### src/rtl/uart_tx_arbiter.sv
// Shares one UART transmitter among N_REQ byte sources, with message lock and a tx_done watchdog.
// Optional: define TX_ARB_RR_EN for round-robin arbitration; otherwise fixed priority (index 0 highest).
module uart_tx_arbiter #(
    parameter int N_REQ   = 3,
    parameter int TIMEOUT = 20000,
    localparam int OW     = (N_REQ > 1) ? $clog2(N_REQ) : 1
) (
    input  logic               clk,
    input  logic               rst,
    input  logic [N_REQ-1:0]   req,
    input  logic [N_REQ-1:0]   req_last,
    input  logic [8*N_REQ-1:0] req_byte,
    output logic [N_REQ-1:0]   ack,
    input  logic               tx_done,
    output logic [7:0]         out_byte,
    output logic               uart_tx_go,
    output logic               busy,
    output logic [OW-1:0]      owner,
    output logic               locked,
    output logic               tx_timeout
);
    localparam int WW = $clog2(TIMEOUT + 1);

    typedef enum logic {IDLE, BUSY} state_t;

    state_t           state_q, state_d;
    logic [WW-1:0]    wdog_q, wdog_d;
    logic [7:0]       byte_d;
    logic             go_d;
    logic [N_REQ-1:0] ack_d;
    logic             busy_d;
    logic [OW-1:0]    owner_d;
    logic             locked_d;
    logic             tout_d;
    logic             gnt_any;
    logic [OW-1:0]    gnt_idx;
    logic [7:0]       sel_byte;
    logic             sel_last;
    logic             wdog_hit;
`ifdef TX_ARB_RR_EN
    logic [OW-1:0]    rr_q, rr_d;
`endif

    assign wdog_hit = (wdog_q == WW'(TIMEOUT - 1));

    // A held lock restricts the candidate set to the current owner.
    always_comb begin
        gnt_any = 1'b0;
        gnt_idx = '0;
        if (locked) begin
            gnt_any = req[owner];
            gnt_idx = owner;
        end else begin
`ifdef TX_ARB_RR_EN
            for (int k = N_REQ - 1; k >= 0; k--) begin
                if (req[(int'(rr_q) + k) % N_REQ]) begin
                    gnt_any = 1'b1;
                    gnt_idx = OW'((int'(rr_q) + k) % N_REQ);
                end
            end
`else
            for (int k = N_REQ - 1; k >= 0; k--) begin
                if (req[k]) begin
                    gnt_any = 1'b1;
                    gnt_idx = OW'(k);
                end
            end
`endif
        end
    end

    always_comb begin
        sel_byte = '0;
        sel_last = 1'b0;
        for (int k = 0; k < N_REQ; k++) begin
            if (gnt_idx == OW'(k)) begin
                sel_byte = req_byte[8*k +: 8];
                sel_last = req_last[k];
            end
        end
    end

    always_comb begin
        state_d  = state_q;
        wdog_d   = wdog_q;
        byte_d   = out_byte;
        go_d     = 1'b0;
        ack_d    = '0;
        busy_d   = busy;
        owner_d  = owner;
        locked_d = locked;
        tout_d   = 1'b0;
`ifdef TX_ARB_RR_EN
        rr_d     = rr_q;
`endif
        case (state_q)
            IDLE: begin
                if (gnt_any) begin
                    byte_d   = sel_byte;
                    go_d     = 1'b1;
                    ack_d    = N_REQ'(1) << gnt_idx;
                    owner_d  = gnt_idx;
                    busy_d   = 1'b1;
                    locked_d = !sel_last;
                    wdog_d   = '0;
                    state_d  = BUSY;
`ifdef TX_ARB_RR_EN
                    if (!locked) begin
                        rr_d = (gnt_idx == OW'(N_REQ - 1)) ? '0 : gnt_idx + 1'b1;
                    end
`endif
                end else if (locked) begin
                    // Owner went quiet mid-message; release the lock if it stays quiet too long.
                    if (wdog_hit) begin
                        tout_d   = 1'b1;
                        locked_d = 1'b0;
                        wdog_d   = '0;
                    end else begin
                        wdog_d = wdog_q + 1'b1;
                    end
                end else begin
                    wdog_d = '0;
                end
            end
            BUSY: begin
                // tx_done in the go cycle belongs to nothing we started, so it is ignored.
                if (!uart_tx_go && tx_done) begin
                    busy_d  = 1'b0;
                    wdog_d  = '0;
                    state_d = IDLE;
                end else if (wdog_hit) begin
                    tout_d   = 1'b1;
                    busy_d   = 1'b0;
                    locked_d = 1'b0;
                    wdog_d   = '0;
                    state_d  = IDLE;
                end else begin
                    wdog_d = wdog_q + 1'b1;
                end
            end
            default: state_d = IDLE;
        endcase
    end

    always_ff @(posedge clk or negedge rst) begin
        if (!rst) begin
            state_q    <= IDLE;
            wdog_q     <= '0;
            out_byte   <= '0;
            uart_tx_go <= 1'b0;
            ack        <= '0;
            busy       <= 1'b0;
            owner      <= '0;
            locked     <= 1'b0;
            tx_timeout <= 1'b0;
        end else begin
            state_q    <= state_d;
            wdog_q     <= wdog_d;
            out_byte   <= byte_d;
            uart_tx_go <= go_d;
            ack        <= ack_d;
            busy       <= busy_d;
            owner      <= owner_d;
            locked     <= locked_d;
            tx_timeout <= tout_d;
        end
    end

`ifdef TX_ARB_RR_EN
    always_ff @(posedge clk or negedge rst) begin
        if (!rst) begin
            rr_q <= '0;
        end else begin
            rr_q <= rr_d;
        end
    end
`endif

endmodule

### config.mk
export PLATFORM = sky130hd
export DESIGN_NAME = uart_tx_arbiter
export DESIGN_NICKNAME = d
export VERILOG_FILES = /design/src/rtl/uart_tx_arbiter.sv
export SDC_FILE = /design/constraint.sdc
export NUM_CORES = 1
export LEC_CHECK = 0
export CAP_MARGIN = 5
export CORE_AREA = 2 2 63 65
export CTS_BUF_LIST = sky130_fd_sc_hd__clkbuf_4 sky130_fd_sc_hd__clkbuf_8
export CTS_CLUSTER_SIZE = 30
export DETAILED_ROUTE_END_ITERATION = 16
export DIE_AREA = 0 0 65 67
export PLACE_DENSITY_LB_ADDON = 0.08
export SETUP_SLACK_MARGIN = 0.1
export SYNTH_ARGS = -nofsm -noshare
export SYNTH_HDL_FRONTEND = slang
export SYNTH_SLANG_ARGS = --single-unit
export TNS_END_PERCENT = 5
### constraint.sdc
create_clock -name clk -period 2 [get_ports clk]
set_clock_uncertainty 0.05 [all_clocks]
set_input_delay 0.4 -clock clk [delete_from_list [all_inputs] [get_ports clk]]
set_output_delay 0.4 -clock clk [all_outputs]
set_load 0.02 [all_outputs]
==> results of run 1 <==
[power breakdown]
group	internal (mW)	switching, mW	leakage (nW)	total [mW]
sequential	0.846	0.154	0.424	1.00
combinational	0.638	0.665	0.580	1.30
clock	0.420	0.237	0.0619	0.657
total	1.90	1.06	1.07	2.96
[cell families after synthesis]
logic type	after synthesis
AND/OR/NAND/NOR	70
flip-flops	33
AO/OA/AOI/OAI	29
XOR/XNOR	13
buffers and inverters	11
multiplexers	9
adder cells (fa/ha/maj)	1
[through the flow]
step	setup slack [ns]	util (%)	hold WS, ns
after floorplan	0.09111	-	0.05441
after global placement	-0.2045	63.71	0.4317
after detailed placement	-0.2583	63.71	0.4398
after CTS	0.1375	67.52	0.4517
after global routing	0.1063	67.59	0.4847
final	0.1678	67.59	0.4509
[metal layers]
| layer | vias up | routed length (um) | part of all wire, % |
|---|---|---|---|
| met5 | - | 0 | 0 |
| li1 | 709 | - | - |
| met3 | 10 | 206 | 5.2 |
| met2 | 37 | 2057 | 52 |
| met1 | 694 | 1588 | 40 |
| met4 | 0 | 78 | 2.0 |
[sequential cells by signal, indices dropped and copies added (netlist names)]
name	cells
locked	1
state_q	1
busy	1
ack	3
uart_tx_go	1
tx_timeout	1
wdog_q	15
owner	2
out_byte	8
[timing repair]
action / in CTS / in global routing
hold buffers: 0 / 0
pin swaps: 1 / 0
endpoints found under the setup margin: 13 / 1
gates resized for setup: 6 / 1
gates cloned: 1 / 0
[cell type report]
cell class,instances,area (um^2)
Fill cell,321,1169
Sequential cell,33,827.0
Multi-Input combinational cell,122,819.5
Timing Repair Buffer,64,599.3
Clock buffer,7,90.09
Tap cell,48,60.06
Clock inverter,1,30.03
Inverter,3,11.26
[cell usage after synthesis, drive strengths merged (2+ instances only)]
cell type  number  share of area (%)
a21o            2               0.89
a21oi           9                2.7
a22oi           8                3.6
and2            5                2.0
and3            3                1.1
and4            3                1.6
buf             6                2.7
clkbuf          2               0.45
dfrtp          33                 49
inv             3               0.67
mux2            8                5.4
nand2          13                2.9
nand3           5                1.5
nor2           20                4.5
nor2b           3                1.1
nor3           10                3.9
o21ai           6                2.0
or4b            2                1.2
xnor2           5                2.6
xor2            8                4.2
[worst paths after layout]
path / slack, ns / cells after the start / endpoint
max: 0.17 / 1 / owner[0]
min: 0.45 / 1 / wdog_q[0]$_DFF_PN0_
max reg2reg: 0.26 / 5 / wdog_q[3]$_DFF_PN0_
min reg2reg: 0.45 / 1 / wdog_q[0]$_DFF_PN0_
max in group asynchronous: 1.10 / 2 / locked$_DFFE_PN0P_
min in group asynchronous: 0.48 / 2 / wdog_q[13]$_DFF_PN0_
==> results.md, run 1 <==
* Series of cell instances along the critical path: clkdlybuf4s50_1
* Pin slew with the least headroom to its limit at 0.4115 ns
* Type of the worst setup path: reg -> out
* Total power of the final layout at 2.960 mW
* Dpl cell area at 2297 um^2
* Min-delay worst type: reg -> reg
* LEAKAGE at 1.065 nW
* Global routing usage on met3 at 4.899%
* Count of endpoints failing setup in the final report at 0
* Number of vias per cell after detailed routing at 5.216
* Delay of the slowest critical-path stage at 0.66 ns
* Cell row count at 22
* Main combinational cell family by area after synthesis: simple AND/OR/NAND/NOR gates
* Commonest register cell after synthesis: dfrtp_1
* Routability Congestion at 0.7610
* Total global routing overflow at 0
* Ys async rst share at 100.0%
* First-pass GRT wire length at 6706 um
* Reg2Reg Launch Point: owner[1]$_DFFE_PN0P_
* Number of ports placed on the die boundary at 50
* Worst-path maximum fanout at 6
* Share of synthesized cell area in full adder, half adder and majority cells at 0.7446%
* Crit path DAT at 1.38 ns
* Nets in the synthesized netlist at 200
* Detail-routed net length per standard cell at 14.14 um
* Power per cell area at 1215 nW/um^2
* Synth warnings at 0
* Post-synthesis compound-gate area fraction at 11.24%
* Placed insts at 269
* Maximum buffer depth of the clock tree at 2
* Worst path top cell family by delay: buffers and inverters
* Max Transition Viols Final at 0
* Number of synthesized register bits at 33
* Pin count of the biggest net entering global routing at 34
* Number of buffer and inverter instances along the worst setup path at 1
* Area enclosed by the die boundary at 4355 um^2
* Simple-Gate Fraction of Synth Area at 22.34%
* Required time at the endpoint of the critical path at 1.55 ns
* Post-CTS setup buffer count at 0
* Setup total negative slack at 0 ns
* Share of cell area taken by muxes after synthesis at 5.957%
* Mapped cell area at 1680 um^2
* Type of element capturing the critical path: output pin
* Count of input and output buffers at 49
* CTS buffer count at 5
* Slew HR at 72.57%
* Nets at 263
* Max Clk Rate at 545.8 MHz
* Die Span Y at 67 um
* Depth of the CTS H-tree at 2
* Worst hold path startpoint: wdog_q[0]$_DFF_PN0_
* Portion of the clock cycle consumed by the worst path in the final layout at 91.61%
* Initial antenna violation count at 0
* Launch point of the worst path: owner[0]$_DFFE_PN0P_
* Worst vdd rail ir drop at 751.5 uV
* Min Clock Period, post-route at 1.832 ns
* Cell count after synthesis at 166
* Run status: finished, final reports clean
* Xor/xnor share of the synthesized area at 6.776%
* Clock root buffer master: clkbuf_8
* RSZ-0062 raised after global routing: no
* Core Area at 3606 um^2
* Maximum Capacitance Violations at 0
* DRC violations left at 0
* Worst-path cell with the longest stage delay: clkdlybuf4s50_1
* Iteration-0 DRC count of the detailed router at 76
* Hold Fails Final Rpt at 0
* Sink count of the clock tree at 33
* Number of vias after detailed routing at 1450
* Summed area of non-filler cells in the final layout at 2437 um^2
* Initial core utilization at 46.60%
* Drt first pass iters at 4
* Sequential fraction of the synthesis area at 49.14%
* GRT Max-Usage Layer: met2
* HPWL after detailed placement at 2961 um
* Global-route track usage on met1 at 23.90%
* Floorplan die width at 65 um
* Number of distinct library cells after synthesis at 38
* Met2 layer usage reported by global route at 35.82%
* Clock insertion delay at the later pin of the skew report at 0.28 ns
* Clock tree from TritonCTS: yes
* Global-route usage over all layers at 20.33%
* Fraction of layout instances using a drive strength above 1 at 17.83%
* Kind of launch point of the worst setup path: register
* Post-Layout Cell Count at 278
* Post-synth EDFFs at 0
* DRT antenna net count at 0
* Highest-count cells in the layout ignoring fill and taps: 45 x clkdlybuf4s50_1, 32 x dfrtp_1, 20 x nor2_1
* Most common library cell in the layout ignoring fill and taps: clkdlybuf4s50_1
* Clock slew seen by the registers of the worst setup and hold paths at 0.07 ns
* Total length of routed wires at 3931 um
* Synth Area per Inst at 10.12 um^2
* Count of inserted antenna diode cells at 0
* Number of global-route vias before repair at 1518
* Area added between synthesis and finish at 45.05%
Power figures use the tool's default switching activity.
==> run 2: changes to the inputs <==
--- a/config.mk
+++ b/config.mk
@@ -13,6 +13,7 @@
 export DIE_AREA = 0 0 65 67
 export PLACE_DENSITY_LB_ADDON = 0.08
 export SETUP_SLACK_MARGIN = 0.1
+export SKIP_LAST_GASP = 1
 export SYNTH_ARGS = -nofsm -noshare
 export SYNTH_HDL_FRONTEND = slang
 export SYNTH_SLANG_ARGS = --single-unit
==> results of run 2 <==
The final DEF is identical to that of run 1; final timing and power are the same.
==> run 3: changes to the inputs <==
--- a/config.mk
+++ b/config.mk
@@ -11,6 +11,7 @@
 export CTS_CLUSTER_SIZE = 30
 export DETAILED_ROUTE_END_ITERATION = 16
 export DIE_AREA = 0 0 65 67
+export GPL_TIMING_DRIVEN = 0
 export PLACE_DENSITY_LB_ADDON = 0.08
 export SETUP_SLACK_MARGIN = 0.1
 export SKIP_LAST_GASP = 1
==> run 3 against run 2 <==
Compared with the run above: critical path depth increased by 6; routed wire length increased by 3.1%; register-to-register slack got worse by 0.15 ns; total power decreased by 2.5%; final cell count decreased by 0.36%; clock-buffer cell count decreased by 2; setup slack got worse by 0.055 ns; first-iteration DRC count decreased by 24%; global-route usage decreased by 0.26 points; critical path type is now reg -> reg; highest routed layer unchanged.
==> results.md, run 3 (synthesis gave the netlist of run 1 again) <==
* Iteration-0 DRC count of the detailed router at 58 (-24%)
* Global-route usage over all layers at 20.07% (-0.26 points)
* Clock tree from TritonCTS: yes
* Summed area of non-filler cells in the final layout at 2422 um^2 (-0.62%)
* Global-route track usage on met1 at 22.59% (-1.3 points)
* Floorplan die width at 65 um (unchanged)
* Crit path DAT at 2.04 ns (+0.66 ns)
* Register name with the most flops: wdog_q
* Type of the worst setup path: reg -> reg
* Drt first pass iters at 4 (unchanged)
* LEAKAGE at 1.036 nW (-2.7%)
* Delay of the slowest critical-path stage at 0.54 ns (-0.12 ns)
* Maximum Capacitance Violations at 0 (unchanged)
* Clock slew seen by the registers of the worst setup and hold paths at 0.07 ns (about the same)
* DRC violations left at 0 (unchanged)
* Met2 layer usage reported by global route at 36.21% (+0.39 points)
* Highest-count cells in the layout ignoring fill and taps: 45 x clkdlybuf4s50_1, 31 x dfrtp_1, 20 x nor2_1
* Initial core utilization at 46.60% (unchanged)
* Nets at 262 (-0.38%)
* Pin slew with the least headroom to its limit at 0.7291 ns (+0.3176 ns)
* RSZ-0062 raised after global routing: yes
* Count of input and output buffers at 49 (unchanged)
* Routability Congestion at 0.7910 (+3.9%)
* Depth of the CTS H-tree at 2 (unchanged)
* Cell row count at 22 (unchanged)
* Number of flip-flops in the largest register at 15 (unchanged)
* Worst vdd rail ir drop at 757.6 uV (+0.81%)
* Worst-path maximum fanout at 10 (+4)
* Worst-path cell with the longest stage delay: or4b_4
* Fin util at 67.18% (-0.42 points)
* Area enclosed by the die boundary at 4355 um^2 (unchanged)
* Number of ports placed on the die boundary at 50 (unchanged)
* Max Clk Rate at 530.0 MHz (-2.9%)
* Count of inserted antenna diode cells at 0 (unchanged)
* Power per cell area at 1192 nW/um^2 (-1.9%)
* Maximum buffer depth of the clock tree at 2 (unchanged)
* Die Span Y at 67 um (unchanged)
* Number of vias per cell after detailed routing at 5.220 (about the same)
* Dpl cell area at 2227 um^2 (-3.0%)
* CTS buffer count at 5 (unchanged)
* Initial antenna violation count at 0 (unchanged)
* Min Clock Period, post-route at 1.887 ns (+0.05450 ns)
* Number of buffer and inverter instances along the worst setup path at 2 (+1)
* Required time at the endpoint of the critical path at 2.16 ns (+0.61 ns)
* Sink count of the clock tree at 33 (unchanged)
* HPWL after detailed placement at 2905 um (-1.9%)
* Worst path top cell family by delay: simple AND/OR/NAND/NOR gates
* Detail-routed net length per standard cell at 14.63 um (+3.5%)
* Series of cell instances along the critical path: or4b_4 > o31ai_4 > o21ai_2 > and2_4 > buf_6 > buf_6 > nor3_4
* Area added between synthesis and finish at 44.15%
* GRT Max-Usage Layer: met2
* Fraction of layout instances using a drive strength above 1 at 19.65% (+1.8 points)
* Kind of launch point of the worst setup path: register
* Slew HR at 51.39% (-21 points)
* Worst slack on hold paths at 0.1154 ns (-0.3354 ns)
* Crit-path most repeated cell: buf_6
* Clock insertion delay at the later pin of the skew report at 0.29 ns (about the same)
* Type of element capturing the critical path: register
* Largest regs: wdog_q x15, out_byte x8, ack x3
* Portion of the clock cycle consumed by the worst path in the final layout at 94.33% (+2.7 points)
* Global routing usage on met3 at 5.912% (+1.0 points)
* Core Area at 3606 um^2 (unchanged)
* Total length of routed wires at 4053 um (+3.1%)
* Number of global-route vias before repair at 1473 (-3.0%)
* Total global routing overflow at 0 (unchanged)
* Most common library cell in the layout ignoring fill and taps: clkdlybuf4s50_1
* Run status: finished, final reports clean
* First-pass GRT wire length at 6630 um (-1.1%)
* Max Transition Viols Final at 0 (unchanged)
* Count of endpoints failing setup in the final report at 0 (unchanged)
* Hold Fails Final Rpt at 0 (unchanged)
* Pin count of the biggest net entering global routing at 34 (unchanged)
* Min-delay worst type: in -> async
* Number of vias after detailed routing at 1446 (-0.28%)
* Clock root buffer master: clkbuf_8
* DRT antenna net count at 0 (unchanged)
-- run 3: cell count changes in the layout (fill, tap and decap cells not counted), sizes merged --
cell / before / now
buf: 15 / 13
bufinv: 1 / 0
clkbuf: 7 / 8
clkinv: 0 / 2
clkinvlp: 0 / 1
dlygate4sd2: 3 / 1
-- run 3: cell type report --
class | instances | area [um^2]
Clock buffer | 5 | 68.82
Clock inverter | 3 | 17.52
Sequential cell | 33 | 828.3
Tap cell | 48 | 60.06
Multi-Input combinational cell | 122 | 848.3
Fill cell | 305 | 1184
Buffer | 8 | 63.81
Inverter | 3 | 11.26
Timing Repair Buffer | 55 | 524.3
-- run 3: per-stage QoR --
step | power [mW] | setup TNS, ns | cells | worst slack (ns)
floorplan | 1.739 | 0 | 166 | 0.09111
global placement | 2.237 | -14.96 | 263 | -0.5145
detailed placement | 2.268 | -10.84 | 263 | -0.5767
CTS | 2.819 | 0 | 272 | 0.04379
global route | 3.071 | 0 | 277 | 0.04115
finish | 2.888 | 0 | 277 | 0.1133
-- run 3: final timing paths --
path / to / depth (start not counted) / from / slack [ns]
worst max-delay path: wdog_q[11]$_DFF_PN0_ / 7 / owner[1]$_DFFE_PN0P_ / 0.11
max in group asynchronous: locked$_DFFE_PN0P_ / 1 / rst / 1.27
min in group clk: wdog_q[0]$_DFF_PN0_ / 1 / wdog_q[0]$_DFF_PN0_ / 0.44
worst max register to register: wdog_q[11]$_DFF_PN0_ / 7 / owner[1]$_DFFE_PN0P_ / 0.11
worst min-delay path: wdog_q[8]$_DFF_PN0_ / 1 / rst / 0.12
worst min register to register: wdog_q[0]$_DFF_PN0_ / 1 / wdog_q[0]$_DFF_PN0_ / 0.44
-- run 3: where the power goes --
part | switching (mW) | total [mW] | internal [mW]
combinational | 0.725 | 1.41 | 0.683
clock | 0.254 | 0.494 | 0.240
sequential | 0.139 | 0.986 | 0.847
total | 1.12 | 2.89 | 1.77
-- run 3: timing repair --
| item | CTS | global route |
|---|---|---|
| setup endpoints to repair | 27 | 28 |
| hold buffers | 0 | 0 |
| resized for setup | 9 | 12 |
| cloned | 0 | 1 |
| setup buffers | 1 | 4 |
| endpoints found under the hold margin | 0 | 0 |
| pin swaps | 1 | 3 |
-- run 3: routing by layer --
metal | wire, um | part of all wire [%]
met2 | 2139 | 53
met4 | 60 | 1.5
met1 | 1639 | 40
met3 | 214 | 5.3
met5 | 0 | 0
